[config.mk]
export PLATFORM = sky130hd
export DESIGN_NAME = multi_rate_divider
export DESIGN_NICKNAME = d
export VERILOG_FILES = /design/src/rtl/rate_div_pkg.sv /design/src/rtl/rate_div_channel.sv /design/src/rtl/multi_rate_divider.sv
export SDC_FILE = /design/constraint.sdc
export NUM_CORES = 1
export LEC_CHECK = 0
export CAP_MARGIN = 20
export CORE_UTILIZATION = 30
export DETAILED_ROUTE_END_ITERATION = 8
export PLACE_DENSITY_LB_ADDON = 0.25
export RECOVER_POWER = 25
export SYNTH_ARGS = -nofsm -noshare
export SYNTH_HDL_FRONTEND = slang
export SYNTH_SLANG_ARGS = --single-unit
[constraint.sdc]
create_clock -name clkin -period 2.1 [get_ports clkin]
set_input_delay 0.42 -clock clkin [delete_from_list [all_inputs] [get_ports clkin]]
set_output_delay 0.42 -clock clkin [all_outputs]
set_load 0.01 [all_outputs]
[src/rtl/rate_div_pkg.sv]
// Shared constants and helpers for the multi-rate clock-enable divider.
// div_for() converts a target square-wave frequency into a divisor value.
package rate_div_pkg;

    localparam int unsigned CLK_SYS_HZ = 50_000_000;
    localparam int unsigned DEF_NUM_CH = 2;
    localparam int unsigned DEF_CNT_W  = 21;
    localparam int unsigned DEF_DIV    = 1_666_666;

    // Divisor giving a 50% square wave of out_hz on clkout.
    function automatic int unsigned div_for(input int unsigned clk_hz,
                                            input int unsigned out_hz);
        return clk_hz / (2 * out_hz) - 1;
    endfunction

endpackage

[src/rtl/rate_div_channel.sv]
// One divider channel: divisor register plus down-counter producing a
// one-cycle tick every div+1 cycles and a square wave toggling on each tick.
module rate_div_channel
    import rate_div_pkg::*;
#(
    parameter int unsigned CNT_W       = DEF_CNT_W,
    parameter int unsigned DEFAULT_DIV = DEF_DIV
) (
    input  logic             clkin,
    input  logic             reset,
    input  logic             enable,
    input  logic             load,
    input  logic [CNT_W-1:0] div_value,
    input  logic             sync,
    output logic             tick,
    output logic             clkout
);

    localparam logic [CNT_W-1:0] DIV_RST = CNT_W'(DEFAULT_DIV);

    logic [CNT_W-1:0] div_q, div_d;
    logic [CNT_W-1:0] cnt_q, cnt_d;
    logic             tick_q, tick_d;
    logic             clk_q, clk_d;

    always_comb begin
        // A load coinciding with a reload or sync takes effect immediately.
        div_d  = load ? div_value : div_q;
        cnt_d  = cnt_q;
        tick_d = 1'b0;
        clk_d  = clk_q;
        if (sync) begin
            cnt_d = div_d;
            clk_d = 1'b0;
        end else if (enable) begin
            if (cnt_q == '0) begin
                cnt_d  = div_d;
                tick_d = 1'b1;
                clk_d  = ~clk_q;
            end else begin
                cnt_d = cnt_q - CNT_W'(1);
            end
        end
    end

    always_ff @(posedge clkin) begin
        if (reset) begin
            div_q  <= DIV_RST;
            cnt_q  <= DIV_RST;
            tick_q <= 1'b0;
            clk_q  <= 1'b0;
        end else begin
            div_q  <= div_d;
            cnt_q  <= cnt_d;
            tick_q <= tick_d;
            clk_q  <= clk_d;
        end
    end

    assign tick   = tick_q;
    assign clkout = clk_q;

endmodule

[src/rtl/multi_rate_divider.sv]
// NUM_CH independent clock-enable dividers sharing reset and a phase-realign
// strobe. clkout is data only; downstream logic should qualify on tick.
module multi_rate_divider
    import rate_div_pkg::*;
#(
    parameter int unsigned NUM_CH      = DEF_NUM_CH,
    parameter int unsigned CNT_W       = DEF_CNT_W,
    parameter int unsigned DEFAULT_DIV = DEF_DIV
) (
    input  logic                    clkin,
    input  logic                    reset,
    input  logic [NUM_CH-1:0]       enable,
    input  logic [NUM_CH-1:0]       load,
    input  logic [NUM_CH*CNT_W-1:0] div_value,
    input  logic                    sync,
    output logic [NUM_CH-1:0]       tick,
    output logic [NUM_CH-1:0]       clkout
);

    for (genvar k = 0; k < NUM_CH; k++) begin : g_ch
        rate_div_channel #(
            .CNT_W      (CNT_W),
            .DEFAULT_DIV(DEFAULT_DIV)
        ) u_ch (
            .clkin    (clkin),
            .reset    (reset),
            .enable   (enable[k]),
            .load     (load[k]),
            .div_value(div_value[k*CNT_W +: CNT_W]),
            .sync     (sync),
            .tick     (tick[k]),
            .clkout   (clkout[k])
        );
    end

endmodule
==> flow_summary.rst, run 1 <==
.. list-table::
   :header-rows: 1

   * - Metric
     - Value
   * - Multiplexer fraction of the synthesized cell area
     - 0.111
   * - Setup repair after global routing missed its margin
     - true
   * - Critical Path AT
     - roughly 2.3 ns
   * - Critical path, cell by cell
     - or4_4 -> buf_6 -> nor4_4 -> a21oi_2 -> buf_4 -> o211ai_1 -> o211ai_1
   * - Top cell type's share of synthesized area
     - 0.408
   * - Register Area
     - 0.00176 mm2
   * - Number of nets produced by synthesis
     - 533
   * - Run status
     - completed
   * - Final design instance area without fill
     - approximately 0.0059 mm2
   * - Number of ports placed on the die boundary
     - 53
   * - Maximum fanout count along the critical path
     - 3
   * - Power density of the placed cells
     - ~680 mW/mm2
   * - Worst supply voltage drop on vdd
     - ~0.38 mV
   * - Final cell count without fillers
     - ~770
   * - Worst relative slew slack
     - 0.510
   * - TritonCTS clock tree
     - done
   * - Die extent in y
     - 122 um
   * - Crit path launch
     - g_ch[0].u_ch.cnt_q[16]$_SDFFE_PP1P_
   * - Most area-hungry cell type in the Yosys netlist
     - sky130_fd_sc_hd__dfxtp_1
   * - Count of antenna-violating nets left after detailed routing
     - 0
   * - Final setup violation count
     - 0
   * - Core region area
     - roughly 0.014 mm2
   * - Filler Cell Count
     - 1428
   * - Static leakage
     - 2.26 nW
   * - Effective utilization at floorplan
     - 0.309
   * - Detailed-route wire length
     - 12000 um
   * - Most repeated library cell on the critical path
     - sky130_fd_sc_hd__o211ai_1
   * - Number of endpoints with negative hold slack in the final report
     - 0
   * - Asr flop ratio synth
     - 0
   * - Cell area after technology mapping
     - 0.00432 mm2
   * - Top cells by instance count after synthesis
     - sky130_fd_sc_hd__dfxtp_1 (88), sky130_fd_sc_hd__nor2_1 (51), sky130_fd_sc_hd__mux2i_1 (41)
   * - Final total negative setup slack
     - 0 ns
   * - Critical path capture point type
     - register
   * - Number of global-route vias before repair
     - between 3000 and 4000
   * - Count of unique library cells instantiated by Yosys
     - between 60 and 70
   * - Most used flip-flop cell after synthesis
     - sky130_fd_sc_hd__dfxtp_1
   * - Pin count of the biggest net entering global routing
     - 43
   * - Clock-pin slew of the registers on the worst-case setup and hold paths
     - about 0.060 ns
   * - Dpl hpwl
     - roughly 8700 um
   * - Dominant combinational cell family by area after synthesis
     - simple AND/OR/NAND/NOR gates
   * - Horizontal die dimension
     - 122 um
   * - Register bit total from synthesis
     - between 80 and 90
   * - First-pass GRT wire length
     - approximately 19000 um
   * - Post-place instance area
     - 0.00551 mm2
   * - HP Start
     - g_ch[1].u_ch.cnt_q[14]$_SDFFE_PP1P_
   * - Class of the most critical hold timing path
     - register to register
   * - Net count, final
     - 634
   * - Buffers on Ports
     - 52
   * - Critical path required time
     - approximately 2.3 ns
   * - Critical path type
     - register to register
   * - Routed via count divided by cell count
     - 5.16
   * - Standard-cell row count
     - 43
   * - Post-route core utilization
     - 0.421
   * - Number of enable flip-flop cells after synthesis
     - 0
   * - Final antenna diode count
     - 0
   * - Top cells by area in the synthesized netlist
     - sky130_fd_sc_hd__dfxtp_1 (41%), sky130_fd_sc_hd__mux2i_1 (9.5%), sky130_fd_sc_hd__nor2_1 (4.4%)
   * - Synth Area in Adders
     - 0.00579
   * - Longest individual stage delay on the worst path
     - 0.53 ns
   * - CTS Buf Count
     - 9
   * - DRC violations left
     - 0
   * - Max Clock Skew
     - ~0.0066 ns
   * - Warnings, synthesis
     - 0
   * - Highest clock frequency the design can meet
     - around 490 MHz
   * - Share of the synthesized area in compound gates (AO/OA/AOI/OAI)
     - 0.170
   * - DR iter-0 viols
     - 288
   * - Simple-Gate Fraction of Synth Area
     - 0.250
   * - Dominant cell by count in the synthesized netlist
     - sky130_fd_sc_hd__dfxtp_1
   * - Count of maximum capacitance violations
     - 0
   * - Clock insertion delay at the later pin of the skew report
     - approximately 0.35 ns
   * - Multi-input gate area
     - approximately 0.0025 mm2
   * - CTS root buffer
     - sky130_fd_sc_hd__clkbuf_16
   * - Average instance area after synthesis
     - approximately 9.0 um2
   * - Period utilization
     - 0.970
   * - DR pass1 iterations
     - 4
   * - Critical-path cell with the highest stage delay
     - sky130_fd_sc_hd__or4_4
   * - Routed wirelength normalized by instance count
     - 15.6 um
   * - Hold buffer count at CTS
     - 0
   * - Total power of the final layout
     - 3.98 mW
   * - Die Footprint
     - 0.0149 mm2
   * - Initial antenna violation count
     - 0
   * - Layout area overhead
     - 36.2%
   * - Share of cells above drive strength 1
     - 0.226
   * - Cell count after synthesis
     - 482
   * - H-tree depth
     - 3
   * - Slew Viols, Final
     - 0
   * - Global placement routability congestion
     - 0.928
   * - Minimum clock period
     - 2.04 ns
   * - Congestion Overflow GR
     - 0
   * - Number of vias in the routed layout
     - about 4000
   * - Startpoint type of the worst setup path
     - register
   * - Global Route Usage Sum
     - 0.169
   * - Clock net sink count
     - 88
   * - Clock buffer depth
     - 2
   * - Post-placement cell count
     - 751
   * - Sequential element share of the synthesized area
     - 0.408
   * - Synth Area in XOR/XNOR
     - 0.0122
   * - Worst reg2reg path startpoint
     - g_ch[0].u_ch.cnt_q[16]$_SDFFE_PP1P_
   * - Tightest Pin Transition
     - between 0.7 and 0.8 ns
metrics by stage:
| stage | hold WS (ns) | setup WS, ns |
|---|---|---|
| after CTS | 0.476 | -0.0141 |
| after detailed placement | 0.459 | -0.0438 |
| final | 0.479 | 0.0636 |
| after floorplan | 0.436 | 0.00374 |
| after global placement | 0.456 | -0.0149 |
| after global routing | 0.513 | -0.0562 |
registers in the layout, indices dropped and copies added, names as in the netlist:
name / count
g_ch.u_ch.clkout: 2
g_ch.u_ch.cnt_q: 42
g_ch.u_ch.div_q: 42
g_ch.u_ch.tick: 2
cell families (layout without fill, tap and decap cells):
group,after synthesis,count (layout)
AOI/OAI and AO/OA,102,102
xor gates and xnor gates,6,6
adders and majority gates,2,2
buffers and inverters,45,151
DFF,88,88
muxes,47,47
and+or+nand+nor,192,192
worst paths after layout:
| path | endpoint | slack [ns] | depth (start not counted) |
|---|---|---|---|
| max | g_ch[0].u_ch.cnt_q[0]$_SDFFE_PP0P_ | 0.06 | 7 |
| min | g_ch[1].u_ch.cnt_q[14]$_SDFFE_PP1P_ | 0.48 | 2 |
| max reg2reg | g_ch[0].u_ch.cnt_q[0]$_SDFFE_PP0P_ | 0.06 | 7 |
| min reg2reg | g_ch[1].u_ch.cnt_q[14]$_SDFFE_PP1P_ | 0.48 | 2 |
routing by layer:
layer  part of all wire  global-route usage  vias to the layer above
met1               0.46               0.210                     1889
li1                   -                   -                     1972
met3              0.043              0.0492                       16
met2               0.47               0.273                       88
met5                  0                   0                        -
met4              0.017              0.0640                        0
layout by cell type (no fill, tap or decap), drive strengths merged, types with 3 or more instances in the layout:
master and instances:
nand2 13, o31ai 3, a31oi 9, nor4b 3, clkinvlp 3, or4 9, nor4 7, clkdlybuf4s50 51
or3 14, buf 71, and3 4, o311ai 3, xnor2 6, dfxtp 88, a311oi 4, nand4 8
o211ai 6, o32a 4, o21ai 21, a22o 3, a21oi 15, a31o 3, nand2b 22, inv 11
clkbuf 12, or2 11, nand3 16, nor2 52, a211o 7, a211oi 6, nor3 15, mux2 6
mux2i 41, a2bb2oi 3, clkinv 3, nor2b 10
cell type report:
cell class | instances | share of cell area
Inverter | 11 | 0.00701
Multi-Input combinational cell | 349 | 0.421
Timing Repair Buffer | 124 | 0.186
Sequential cell | 88 | 0.300
Clock inverter | 6 | 0.00765
Tap cell | 180 | 0.0383
Clock buffer | 10 | 0.0406
what timing repair did:
action | 4_1_cts | 5_1_grt
setup endpoints to repair | 9 | 19
gates cloned | 0 | 0
pin swaps | 2 | 13
gates resized for setup | 4 | 20
setup buffers | 1 | 0
power breakdown:
group	internal [mW]	switching (mW)
logic	0.317	0.288
registers	1.77	0.0602
clock network	0.836	0.708
total	2.93	1.06
worst max-delay path, delay by kind of cell (launching register included):
kind | cells | cell delay [ns]
simple gates | 2 | 0.90
flops | 1 | 0.32
compound gates | 3 | 0.40
buf+inv | 2 | 0.30
No activity file was read; power rests on OpenSTA's default activity.
==> run 2, diff against run 1 <==
--- a/config.mk
+++ b/config.mk
@@ -10,6 +10,7 @@
 export DETAILED_ROUTE_END_ITERATION = 8
 export PLACE_DENSITY_LB_ADDON = 0.25
 export RECOVER_POWER = 25
+export SLEW_MARGIN = 20
 export SYNTH_ARGS = -nofsm -noshare
 export SYNTH_HDL_FRONTEND = slang
 export SYNTH_SLANG_ARGS = --single-unit
==> results of run 2 <==
Final layout, timing and power as in run 1 (identical DEF).
==> run 3, diff against run 2 <==
--- a/config.mk
+++ b/config.mk
@@ -7,10 +7,12 @@
 export LEC_CHECK = 0
 export CAP_MARGIN = 20
 export CORE_UTILIZATION = 30
+export CTS_CLUSTER_SIZE = 10
 export DETAILED_ROUTE_END_ITERATION = 8
 export PLACE_DENSITY_LB_ADDON = 0.25
 export RECOVER_POWER = 25
-export SLEW_MARGIN = 20
+export SLEW_MARGIN = 15
 export SYNTH_ARGS = -nofsm -noshare
 export SYNTH_HDL_FRONTEND = slang
+export SYNTH_HIERARCHICAL = 1
 export SYNTH_SLANG_ARGS = --single-unit
==> run 3 against run 2 <==
  * Utilization fell by 1.0 points
  * Clock power rose by 14%
  * First-iteration DRC count fell by 2.1%
  * Global-route usage rose by 0.55 points
  * Area after synthesis rose by 4.1%
  * Sequential share of layout area fell by 0.57 points
  * Synthesized cell count rose by 4.6%
  * Critical path type unchanged
  * Critical endpoint is now g_ch[0].u_ch/cnt_q[9]$_SDFFE_PP1P_
  * Highest routed layer unchanged
==> flow_summary.rst, run 3 <==
.. list-table::
   :header-rows: 1

   * - Metric
     - Value
   * - Run status
     - completed
   * - Critical path required time
     - 2.35 ns
   * - Tightest Pin Transition
     - between 0.6 and 0.7 ns
   * - Congestion Overflow GR
     - 0
   * - DRC violations left
     - 0
   * - Count of unique library cells instantiated by Yosys
     - 57
   * - Largest delay share family, worst path
     - simple AND/OR/NAND/NOR gates
   * - Register bit total from synthesis
     - 88
   * - Die Footprint
     - 0.0155 mm2
   * - Routed via count divided by cell count
     - about 5.5
   * - Maximum fanout count along the critical path
     - 5
   * - H-tree depth
     - 3
   * - Clock net sink count
     - 88
   * - Setup repair after global routing missed its margin
     - true
   * - Number of vias in the routed layout
     - 4345
   * - Clock insertion delay at the later pin of the skew report
     - 0.34 ns
   * - DR pass1 iterations
     - 5
   * - Longest individual stage delay on the worst path
     - 0.39 ns
   * - Switch Pwr
     - 1.06 mW
   * - Class of the most critical hold timing path
     - primary input to register
   * - Static leakage
     - 2.24 nW
   * - Cell count after synthesis
     - 504
   * - Worst relative slew slack
     - 0.538
   * - Regs by FF count
     - g_ch.u_ch/cnt_q x42, g_ch.u_ch/div_q x42
   * - Critical path capture point type
     - register
   * - Count of antenna-violating nets left after detailed routing
     - 0
   * - Initial antenna violation count
     - 0
   * - Startpoint type of the worst setup path
     - register
   * - Critical path type
     - register to register
   * - Commonest cells after routing, fill and taps aside
     - sky130_fd_sc_hd__dfxtp_1 (88), sky130_fd_sc_hd__buf_4 (66), sky130_fd_sc_hd__nor2_1 (52)
   * - Sequential element share of the synthesized area
     - 0.391
   * - Highest clock frequency the design can meet
     - just over 500 MHz
   * - Layout area overhead
     - 33.1%
   * - Worst supply voltage drop on vdd
     - 0.377 mV
   * - Top cells by instance count after synthesis
     - sky130_fd_sc_hd__dfxtp_1 (88), sky130_fd_sc_hd__nor2_1 (52), sky130_fd_sc_hd__nand2_1 (40)
   * - Switching fraction of total power
     - 0.252
   * - Slew Viols, Final
     - 0
   * - DR iter-0 viols
     - between 200 and 300
   * - Horizontal die dimension
     - 125 um
   * - Post-route core utilization
     - 0.411
   * - Critical-path cell with the highest stage delay
     - sky130_fd_sc_hd__nor4_4
   * - Share of cells above drive strength 1
     - 0.205
   * - Top cells by area in the synthesized netlist
     - sky130_fd_sc_hd__dfxtp_1 (39%), sky130_fd_sc_hd__mux2i_1 (8.0%), sky130_fd_sc_hd__nor2_1 (4.3%)
   * - Minimum clock period
     - a little under 2 ns
   * - Max Clock Skew
     - around 0.009 ns
   * - Final total negative setup slack
     - 0 ns
   * - Asr flop ratio synth
     - 0
   * - Number of global-route vias before repair
     - 4298
   * - Number of endpoints with negative hold slack in the final report
     - 0
   * - Global placement routability congestion
     - just under 1
   * - Most area-hungry cell type in the Yosys netlist
     - sky130_fd_sc_hd__dfxtp_1
   * - CTS root buffer
     - sky130_fd_sc_hd__clkbuf_16
   * - Combinational fraction of design power
     - 0.144
   * - Detailed-route wire length
     - 13300 um
   * - TritonCTS clock tree
     - done
   * - Dpl hpwl
     - 9890 um
   * - Buffers on Ports
     - 52
   * - Hold buffer count at CTS
     - 0
   * - Top cell type's share of synthesized area
     - 0.391
   * - First-pass GRT wire length
     - about 22000 um
   * - Clock-pin slew of the registers on the worst-case setup and hold paths
     - 0.06 ns
   * - Period utilization
     - 0.947
   * - Part of the power in the clock network
     - 0.415
   * - Worst hold-check slack
     - between 0.4 and 0.5 ns
   * - Standard-cell row count
     - 44
   * - Pin count of the biggest net entering global routing
     - 21
   * - Post-placement cell count
     - 778
   * - Clock buffer depth
     - 2
   * - Cell area after technology mapping
     - 0.00450 mm2
   * - Core region area
     - 0.0146 mm2
   * - Total power of the final layout
     - 4.22 mW
   * - Average instance area after synthesis
     - 8.93 um2
   * - Power density of the placed cells
     - 704 mW/mm2
   * - Global Route Usage Sum
     - 0.174
   * - Final cell count without fillers
     - 795
   * - Warnings, synthesis
     - 6
   * - Most used flip-flop cell after synthesis
     - sky130_fd_sc_hd__dfxtp_1
   * - Net count, final
     - 657
   * - Number of ports placed on the die boundary
     - 53
   * - Final setup violation count
     - 0
   * - Routed wirelength normalized by instance count
     - 16.7 um
   * - Dominant cell by count in the synthesized netlist
     - sky130_fd_sc_hd__dfxtp_1
   * - Critical path, cell by cell
     - nor4_4 -> nand4_1 -> buf_4 -> o211ai_1 -> o21ai_0 -> a32oi_1
   * - CTS Buf Count
     - 9
   * - Effective utilization at floorplan
     - 0.309
   * - Buf+Inv Stages, Crit Path
     - 1
   * - Internal power
     - 3.16 mW
   * - Number of enable flip-flop cells after synthesis
     - 0
   * - Die extent in y
     - 125 um
   * - Critical Path AT
     - 2.24 ns
   * - Final antenna diode count
     - 0
   * - Relative contribution of sequential cells to total power
     - 0.441
   * - Count of maximum capacitance violations
     - 0
   * - Number of nets produced by synthesis
     - 555
   * - Most frequent standard cell in the layout excluding fill and tap cells
     - sky130_fd_sc_hd__dfxtp_1
run 3: cell types whose count changed in the layout (fill, tap and decap cells not counted), sizes merged, moves of 7 or more:
cell    delta
a211o      -7
or2        -9
nor4       +9
mux2       +8
nand2     +27
nand2b    -14
nor2b     -10
and2       +9
run 3: kinds of logic after synthesis:
family,count (synthesis),synth area share
simple gates,202,0.246
xor+xnor,4,0.00778
compound gates,112,0.184
mux,50,0.115
flops,88,0.391
buf+inv,46,0.0506
fa+ha+maj,2,0.00556
run 3: path summary, 6_finish.rpt:
path / start / cells past startpoint / slack [ns] / endpoint
max: g_ch[0].u_ch/cnt_q[7]$_SDFFE_PP0P_ / 6 / 0.11 / g_ch[0].u_ch/cnt_q[9]$_SDFFE_PP1P_
min: reset / 2 / 0.44 / g_ch[0].u_ch/div_q[0]$_SDFF_PP0_
max reg2reg: g_ch[0].u_ch/cnt_q[7]$_SDFFE_PP0P_ / 6 / 0.11 / g_ch[0].u_ch/cnt_q[9]$_SDFFE_PP1P_
min reg2reg: g_ch[0].u_ch/div_q[1]$_SDFF_PP1_ / 2 / 0.47 / g_ch[0].u_ch/div_q[1]$_SDFF_PP1_
run 3: metal layers:
metal / track usage / vias up / share of wire
met5: 0 / - / 0
met4: 0.0645 / 0 / 0.017
met3: 0.0382 / 22 / 0.055
met2: 0.282 / 156 / 0.46
met1: 0.225 / 2059 / 0.47
li1: - / 2108 / -
run 3: layout make-up:
class / instances / area [um2]
Clock buffer: 11 / 243
Timing Repair Buffer: 121 / 1070
Multi-Input combinational cell: 370 / 2550
Sequential cell: 88 / 1760
Tap cell: 184 / 230
Clock inverter: 5 / 80.1
Inverter: 16 / 60.1
Fill cell: 1437 / 8600
run 3: repair_timing:
| item | CTS | global route |
|---|---|---|
| resized for setup | 1 | 5 |
| setup buffers | 0 | 1 |
| pin swaps | 0 | 3 |
| endpoints found under the setup margin | 1 | 8 |
| hold endpoints to repair | 0 | 0 |
run 3: power by group through the flow:
stage	Clock, mW	Combinational [mW]	Sequential [mW]
2_1_floorplan	0	0.328	1.88
3_3_place_gp	0	0.593	1.89
3_5_place_dp	0	0.602	1.89
4_1_cts	1.80	0.606	1.86
5_1_grt	1.87	0.660	1.87
6_report	1.75	0.607	1.86
run 3: stage by stage:
step                cell area [um2]  worst slack (ns)
CTS                            5960            0.0132
global placement               5630           0.00145
finish                         5990             0.112
global route                   5990           -0.0119
floorplan                      4500             0.281
detailed placement             5630          -0.00295
